===== src/rtl/buffer_shift_pkg.sv =====
// Shared definitions for the buffer shift register and its sequencer:
// shift-register mode codes and the sequencer FSM state encoding.
package buffer_shift_pkg;

  localparam logic [3:0] PAD_INIT_1   = 4'd0;
  localparam logic [3:0] PAD_INIT_2   = 4'd1;
  localparam logic [3:0] PAD_UINIT_1  = 4'd2;
  localparam logic [3:0] PAD_UINIT_2  = 4'd3;
  localparam logic [3:0] UPAD_INIT_1  = 4'd4;
  localparam logic [3:0] UPAD_INIT_2  = 4'd5;
  localparam logic [3:0] UPAD_UINIT_1 = 4'd6;
  localparam logic [3:0] UPAD_UINIT_2 = 4'd7;
  localparam logic [3:0] PAD_END_3    = 4'd8;
  localparam logic [3:0] PAD_END_4    = 4'd9;
  localparam logic [3:0] IDLE_CODE    = 4'd15;

  typedef enum logic [2:0] {
    ST_IDLE,
    ST_INIT,
    ST_STREAM,
    ST_END3,
    ST_END4
  } seq_state_t;

endpackage


===== src/rtl/buffer_shift_sequencer.sv =====
// Command-driven sequencer producing per-cycle mode codes, mux selects and zero
// masks for the buffer shift register. BUFSHIFT_SEQ_BACK2BACK_EN allows a new
// command to be accepted on the line_done cycle.
module buffer_shift_sequencer
  import buffer_shift_pkg::*;
#(
  parameter int X_MAC      = 4,
  parameter int MUXCONTROL = 4,
  parameter int LEN_W      = 8
) (
  input  logic                  clk,
  input  logic                  rst,
  input  logic                  cmd_valid,
  output logic                  cmd_ready,
  input  logic                  cmd_pad,
  input  logic                  cmd_align,
  input  logic [LEN_W-1:0]      cmd_len,
  input  logic [2*X_MAC-1:0]    cmd_buffermux,
  input  logic [X_MAC-1:0]      cmd_iszero,
  output logic [MUXCONTROL-1:0] control,
  output logic [2*X_MAC-1:0]    buffermux,
  output logic [X_MAC-1:0]      iszero,
  output logic                  word_req,
  output logic                  busy,
  output logic                  line_done
);

  seq_state_t            state, state_n;
  logic [LEN_W-1:0]      cnt, cnt_n;
  logic                  phase, phase_n;
  logic                  pad_q, pad_n;
  logic [2*X_MAC-1:0]    buffermux_n;
  logic [X_MAC-1:0]      iszero_n;
  logic [MUXCONTROL-1:0] control_n;
  logic                  word_req_n, line_done_n;
  logic [3:0]            code;
  logic                  accept;

`ifdef BUFSHIFT_SEQ_BACK2BACK_EN
  assign cmd_ready = (state == ST_IDLE) || line_done;
`else
  assign cmd_ready = (state == ST_IDLE);
`endif
  assign accept = cmd_valid && cmd_ready;
  assign busy   = (state != ST_IDLE);

  // Next state is computed first; the registered outputs are then derived
  // from that next state so they line up with the cycle they describe.
  always_comb begin
    // NOTE: every variable gets a default before any branch so no latch is inferred.
    state_n     = state;
    cnt_n       = cnt;
    phase_n     = phase;
    pad_n       = pad_q;
    buffermux_n = buffermux;
    iszero_n    = iszero;
    control_n   = MUXCONTROL'(IDLE_CODE);
    word_req_n  = 1'b0;
    line_done_n = 1'b0;
    code        = IDLE_CODE;

    if (accept) begin
      state_n     = ST_INIT;
      cnt_n       = cmd_len;
      phase_n     = cmd_align;
      pad_n       = cmd_pad;
      buffermux_n = cmd_buffermux;
      iszero_n    = cmd_iszero;
    end else begin
      unique case (state)
        ST_INIT:   state_n = (cnt != '0) ? ST_STREAM : (pad_q ? ST_END3 : ST_IDLE);
        ST_STREAM: begin
          if (cnt == LEN_W'(1)) begin
            state_n = pad_q ? ST_END3 : ST_IDLE;
          end else begin
            cnt_n   = cnt - LEN_W'(1);
            phase_n = ~phase;
          end
        end
        ST_END3:   state_n = ST_END4;
        ST_END4:   state_n = ST_IDLE;
        default:   state_n = ST_IDLE;
      endcase
    end

    unique case (state_n)
      ST_INIT: begin
        code        = (pad_n ? PAD_INIT_1 : UPAD_INIT_1) + {3'b000, phase_n};
        word_req_n  = 1'b1;
        line_done_n = (cnt_n == '0) && !pad_n;
      end
      ST_STREAM: begin
        code        = (pad_n ? PAD_UINIT_1 : UPAD_UINIT_1) + {3'b000, phase_n};
        word_req_n  = !phase_n;
        line_done_n = (cnt_n == LEN_W'(1)) && !pad_n;
      end
      ST_END3: code = PAD_END_3;
      ST_END4: begin
        code        = PAD_END_4;
        line_done_n = 1'b1;
      end
      default: begin
        code        = IDLE_CODE;
        buffermux_n = '0;
        iszero_n    = '0;
      end
    endcase
    control_n = MUXCONTROL'(code);
  end

  always_ff @(posedge clk or posedge rst) begin
    if (rst) begin
      // NOTE: sequential state uses non-blocking assignments so all registers update together.
      state     <= ST_IDLE;
      cnt       <= '0;
      phase     <= 1'b0;
      pad_q     <= 1'b0;
      control   <= MUXCONTROL'(IDLE_CODE);
      buffermux <= '0;
      iszero    <= '0;
      word_req  <= 1'b0;
      line_done <= 1'b0;
    end else begin
      state     <= state_n;
      cnt       <= cnt_n;
      phase     <= phase_n;
      pad_q     <= pad_n;
      control   <= control_n;
      buffermux <= buffermux_n;
      iszero    <= iszero_n;
      word_req  <= word_req_n;
      line_done <= line_done_n;
    end
  end

endmodule

===== config.mk =====
export PLATFORM = sky130hd
export DESIGN_NAME = buffer_shift_sequencer
export DESIGN_NICKNAME = d
export VERILOG_FILES = /design/src/rtl/buffer_shift_pkg.sv /design/src/rtl/buffer_shift_sequencer.sv
export SDC_FILE = /design/constraint.sdc
export NUM_CORES = 1
export LEC_CHECK = 0
export CAP_MARGIN = 20
export CORE_ASPECT_RATIO = 1.75
export CORE_MARGIN = 5
export CORE_UTILIZATION = 45
export CTS_CLUSTER_SIZE = 16
export DETAILED_ROUTE_END_ITERATION = 7
export GPL_TIMING_DRIVEN = 0
export PLACE_DENSITY = 0.76
export SLEW_MARGIN = 30
export SYNTH_ARGS = -nofsm -noshare
export SYNTH_HDL_FRONTEND = slang
export SYNTH_SLANG_ARGS = --single-unit

===== constraint.sdc =====
create_clock -name clk -period 6.4 [get_ports clk]
set_input_delay 1.28 -clock clk [delete_from_list [all_inputs] [get_ports clk]]
set_output_delay 1.28 -clock clk [all_outputs]
set_load 0.03 [all_outputs]

**Word level (Yosys, flattened, before mapping)**

Index checks and enable logic that the tools add are counted.

- Bits in registers: 31
- Bits in latches: 0
- RAM bits: 0
- ROM bits: 0
- Bits of input ports: 25
- Memories kept: 0

- Add/subtract/negate cells: 3
- $mul: 0
- Divide/modulo/power cells: 0
- Order comparisons: 0
- Equal/unequal tests: 10
- Shifts and indexed selects: 0
- Mux-type cells: 21
- Bitwise operators: 1
- Reduce and logical (&&, ||, !) cells: 10

Operators with widths:

| cell | count |
|---|---|
| $mux 8 | 5 |
| $eq 8x1->1 const B | 2 |
| $pmux 4 s4 | 1 |
| $mux 3 | 5 |
| $eq 3x2->1 const B | 4 |
| $pmux 3 s3 | 1 |
| $add 3x1->4 | 2 |
| $logic_not 8->1 | 1 |
| $mux 4 | 2 |
| $reduce_bool 8->1 | 1 |
| $sub 8x1->8 const B | 1 |
| $eq 3x1->1 const B | 2 |
| $mux 1 | 4 |
| $reduce_or 4->1 | 1 |
| $eq 3x3->1 const B | 1 |
| $logic_and 1x1->1 | 3 |
| $logic_not 3->1 | 1 |
| $pmux 1 s3 | 1 |
| $reduce_bool 3->1 | 1 |
| $logic_not 1->1 | 2 |
| $mux 2 | 1 |
| $ne 2x1->1 const B | 1 |
| $pmux 1 s2 | 1 |
| $not 1->1 | 1 |

**Longest topological paths before layout**

Gate-level depths: netlist of the first run.

- Depth after elaboration: 7
- Gate-level depth with buffers: 8
- Gate-level depth less buffers: 8

**Worst setup path before layout of the first run**

No wires, ideal clock.

- Path type: input port to flip-flop
- Start point: input cmd_valid
- End point: register line_done
- Arrival time: 2.983 ns
- Slack: 3.351 ns
- Stages: 7
- Buffers on the path: 1
- Cells stage by stage: or4b_1 -> buf_2 -> a221o_1 -> o211ai_2 -> or3b_1 -> nor4_2 -> a31o_1

- Word-level cells in the longest chain between the ends: 5
- Elaborated cells on any way between the ends: 13
- Those cells by class: eq/ne: 4; mux: 4; reduce/logical: 5

Ends and longest elaborated chain:

| item | line | source |
|---|---|---|
| start, declared | buffer_shift_sequencer.sv:13 | `input logic cmd_valid,` |
| $logic_and 1x1->1 * | buffer_shift_sequencer.sv:44 | `assign accept = cmd_valid && cmd_ready;` |
| $mux 8 / $mux 1 (equally long branches) | buffer_shift_sequencer.sv:62 | `if (accept) begin` |
| $eq 8x1->1, or another cell as far along | buffer_shift_sequencer.sv:95 | `line_done_n = (cnt_n == LEN_W'(1)) && !pad_n;` |
| $logic_and 1x1->1, on equally long branches | buffer_shift_sequencer.sv:95, buffer_shift_sequencer.sv:90 |  |
| $pmux 1 s3 * | buffer_shift_sequencer.sv:86 | `unique case (state_n)` |
| net line_done_n | buffer_shift_sequencer.sv:35 | `logic word_req_n, line_done_n;` |
| end signal, assigned | buffer_shift_sequencer.sv:132 | `line_done <= line_done_n;` |
| end, declared | buffer_shift_sequencer.sv:25 | `output logic line_done` |

Mark *: on every way through the listed nets, which the timed path passes. The rest lies on a longest branch.
A chain may end at the register's enable or synchronous reset.

**Worst setup path in the final report of the first run**

Ends and elaborated chain as after synthesis.

==> results.md, run 1 <==
- Die Y-Extent: slightly below 90 microns
- Netlist cell types: around 40
- Total GRT Usage: about a fifth
- Critical path startpoint category: input port
- I/O Buffers: 44
- Vias in the first global route: ~1500
- Final WL: slightly above 4 mm
- Vias: approximately 1400
- Comb power frac: roughly two fifths
- Worst Setup End Kind: flop
- Finished Layout Cells: ~270
- Placed cell count: 257
- Rows: 28
- Post-CTS Setup Bufs: 0
- Fill cells: about 310
- Pin count of the biggest net entering global routing: 32
- Post-Syn Area: 1570 sq um
- Commonest non-fill, non-tap cell in the layout: clkdlybuf4s50_1
- WHS: around 0.52 ns
- Worst VDD drop: roughly 0.28 mV
- Asr flop ratio synth: 100%
- Final slew viol count: 0
- Setup TNS: 0 ns
- Clock slew at reported path FFs: approximately 0.060 ns
- First-pass GRT wire length: around 6.7 mm
- Initial DRC count: 31
- Top FF cell, synth: dfrtp_1
- Mapped Nets: approximately 200
- Data arrival time of the worst path: 3.64 ns
- Seq/Total Area, Yosys: 49.7%
- Most frequent cells in the layout: clkdlybuf4s50_1 (44), nand2_1 (36), dfrtp_1 (27)
- Wire per inst: 15.5 microns
- Post-DP HPWL: roughly 3.2 mm
- Number of enable flip-flop cells after synthesis: 0
- Period minus WS final: approximately 3.4 ns
- Crit-path max FO: 5
- Num CTS Buffers: 5
- Vias per Instance: between 5 and 6
- Hold Crit Class: flop to flop
- Syn Inst Count: roughly 170
- Drt drc: 0
- Lkg Pwr: 0.000889 uW
- Final setup vio count: 0
- Initial antenna violation count: 0
- Die area: approximately 4800 sq um
- RSZ-0062 raised after global routing: no
- Worst slew pin tran: about 0.79 ns
- Sw frac: 37.2%
- Layout cells sized above 1: 10.5%
- Max-cap viol count: 0
- Cell internal pwr: between 400 and 500 uW
- Crit path required time: 6.62 ns
- Setup CP Type: input port to flop
- Seq cells post-synth: 31
- Core area: ~3400 sq um
- Fmax: between 0.2 and 0.3 GHz
- Synth Warn #: 0
- Deepest clock path buffer count: 2
- Sequential cell area: 781 sq um
- Nets@finish: 246
- Footprint of the multi-input gates: 733 sq um
- Die Wd: roughly 55 microns
- Status: finished clean
- Syn_area_per_cell: approximately 9.4 sq um
- # clock sinks: 31
- Power per cell area: roughly 350 nW/um^2
- Max H-tree Level: 2
- # hold bufs at CTS: 0
- Clock share of power: a little under a fifth
- Ant. Diodes: 0
- TritonRoute pass-1 iters: 4
- Period utilization: a little over half
- I/O Pins: 45
- Global route total overflow: 0
- # resized after CTS: 0
- Max_slew headroom: approximately 47%
- Fin. Hold Viols: 0
- Seq pwr share: 40.6%
- Initial Util: between 40% and 50%
- Switching power: roughly 280 uW
- Worst Skew: 0.00925 ns
- Latest clock arrival within the worst-skew pair: 0.28 ns
- DRT antenna net count: 0
- Gpl congestion: 0.842
- Layout area overhead: 36.7%
- TritonCTS clock tree: yes
- Clock root cell: clkbuf_8
-- area by class of cell --
type | instances | area share (%)
buffer | 10 | 1.98
clock buffer | 8 | 3.73
tap | 45 | 2.62
multi-input combinational | 123 | 34.1
inverter | 4 | 0.699
timing repair buffer | 44 | 20.5
sequential | 31 | 36.3
-- logic make-up after synthesis --
kind of cell	synth area share (%)
and+or+nand+nor	24.9
AOI/OAI and AO/OA	14.9
DFF	49.7
buffers and inverters	3.66
xor gates and xnor gates	3.90
muxes	1.35
adders and majority gates	1.59
-- power groups by stage --
| stage | Sequential [uW] | Combinational [uW] | Clock [uW] |
|---|---|---|---|
| CTS | 308 | 309 | 148 |
| finish | 308 | 308 | 143 |
| global placement | 305 | 298 | 0 |
| detailed placement | 310 | 306 | 0 |
| floorplan | 358 | 137 | 0 |
| global route | 317 | 330 | 162 |
-- critical path, stage by stage --
cell and delay [ns]:
clkdlybuf4s50_1 0.50, or4b_1 0.43, buf_2 0.17, a221o_1 0.34, o211ai_2 0.21, or3b_1 0.40
nor4_2 0.14, a31o_1 0.16
-- registers in the layout (all words and copies together), names as in the netlist --
signal / cells
buffermux: 8
cnt: 8
control: 4
iszero: 4
state: 3
line_done: 1
pad_q: 1
phase: 1
word_req: 1
-- final timing paths --
check	startpoint	to	slack (ns)	depth (start not counted)
setup / recovery	cmd_valid	line_done	2.98	8
hold / removal	buffermux[2]	buffermux[2]	0.52	2
setup reg to reg	cnt[0]	buffermux[1]	3.60	8
hold reg to reg	buffermux[2]	buffermux[2]	0.52	2
max in group asynchronous	rst	iszero[0]	4.59	2
min in group asynchronous	rst	buffermux[1]	1.40	2
-- synth_stat cells (2+ instances only) --
master    count  area (sq um)
or3b_2        3          26.3
inv_1         4          15.0
clkbuf_1      6          22.5
nor3_1        7          35.0
nand2_1      36           135
ha_1          2          25.0
nor4_1        3          18.8
xnor2_1       6          52.6
dfstp_2       4           105
nor2_1        9          33.8
dfrtp_1      27           676
a21oi_1      16          80.1
or3b_1        3          26.3
o31ai_1       2          15.0
nor3b_1       3          22.5
buf_2         4          20.0
or4_1         2          15.0
or3_1         2          12.5
o21ai_0       6          30.0
nand3_1       2          10.0
-- layer usage --
| metal | global-route usage [%] | wire length (microns) | up-vias |
|---|---|---|---|
| li1 | - | - | 691 |
| met1 | 20.8 | 1520 | 688 |
| met2 | 33.1 | 2190 | 49 |
| met3 | 6.13 | 280 | 10 |
| met4 | 9.98 | 116 | 0 |
| met5 | 0 | 0 | - |
-- through the flow --
step / power (uW) / utilization (%) / cell area, sq um / worst slack [ns]
after floorplan: 495 / - / 1570 / 3.35
after global placement: 603 / 61.5 / 2070 / 2.68
after detailed placement: 617 / 61.5 / 2070 / 2.69
after CTS: 765 / 63.9 / 2150 / 2.98
after global routing: 809 / 63.9 / 2150 / 2.80
final: 758 / 63.9 / 2150 / 2.98
No activity file was read; power rests on OpenSTA's default activity.
==> run 2: changes to the inputs <==
==> constraint.sdc (replaced) <==
create_clock -name clk -period 3.2 [get_ports clk]
set_input_delay 0.64 -clock clk [delete_from_list [all_inputs] [get_ports clk]]
set_output_delay 0.64 -clock clk [all_outputs]
set_load 0.03 [all_outputs]
==> results of run 2 <==
The final DEF is identical to that of run 1. Status: finished clean.
Among the figures that moved: setup slack after placement 2.69 ns -> 0.129 ns; setup slack after layout 2.98 ns -> 0.403 ns; start point of the critical path cmd_valid -> cnt[0]; end point of the critical path line_done -> buffermux[1]; register-to-register setup slack 3.60 ns -> 0.40 ns; total power 758 uW -> 1520 uW; worst IR drop on VDD 0.284 mV -> 0.567 mV
==> run 3: changes to the inputs <==
--- a/config.mk
+++ b/config.mk
@@ -9,6 +9,7 @@
 export CORE_ASPECT_RATIO = 1.75
 export CORE_MARGIN = 5
 export CORE_UTILIZATION = 45
+export CTS_CLUSTER_DIAMETER = 50
 export CTS_CLUSTER_SIZE = 16
 export DETAILED_ROUTE_END_ITERATION = 7
 export GPL_TIMING_DRIVEN = 0
==> results of run 3 <==
The final DEF is identical to that of run 1. Status: finished clean.
Among the figures that moved: setup slack after placement 2.69 ns -> 0.129 ns; setup slack after layout 2.98 ns -> 0.403 ns; start point of the critical path cmd_valid -> cnt[0]; end point of the critical path line_done -> buffermux[1]; register-to-register setup slack 3.60 ns -> 0.40 ns; total power 758 uW -> 1520 uW; worst IR drop on VDD 0.284 mV -> 0.567 mV
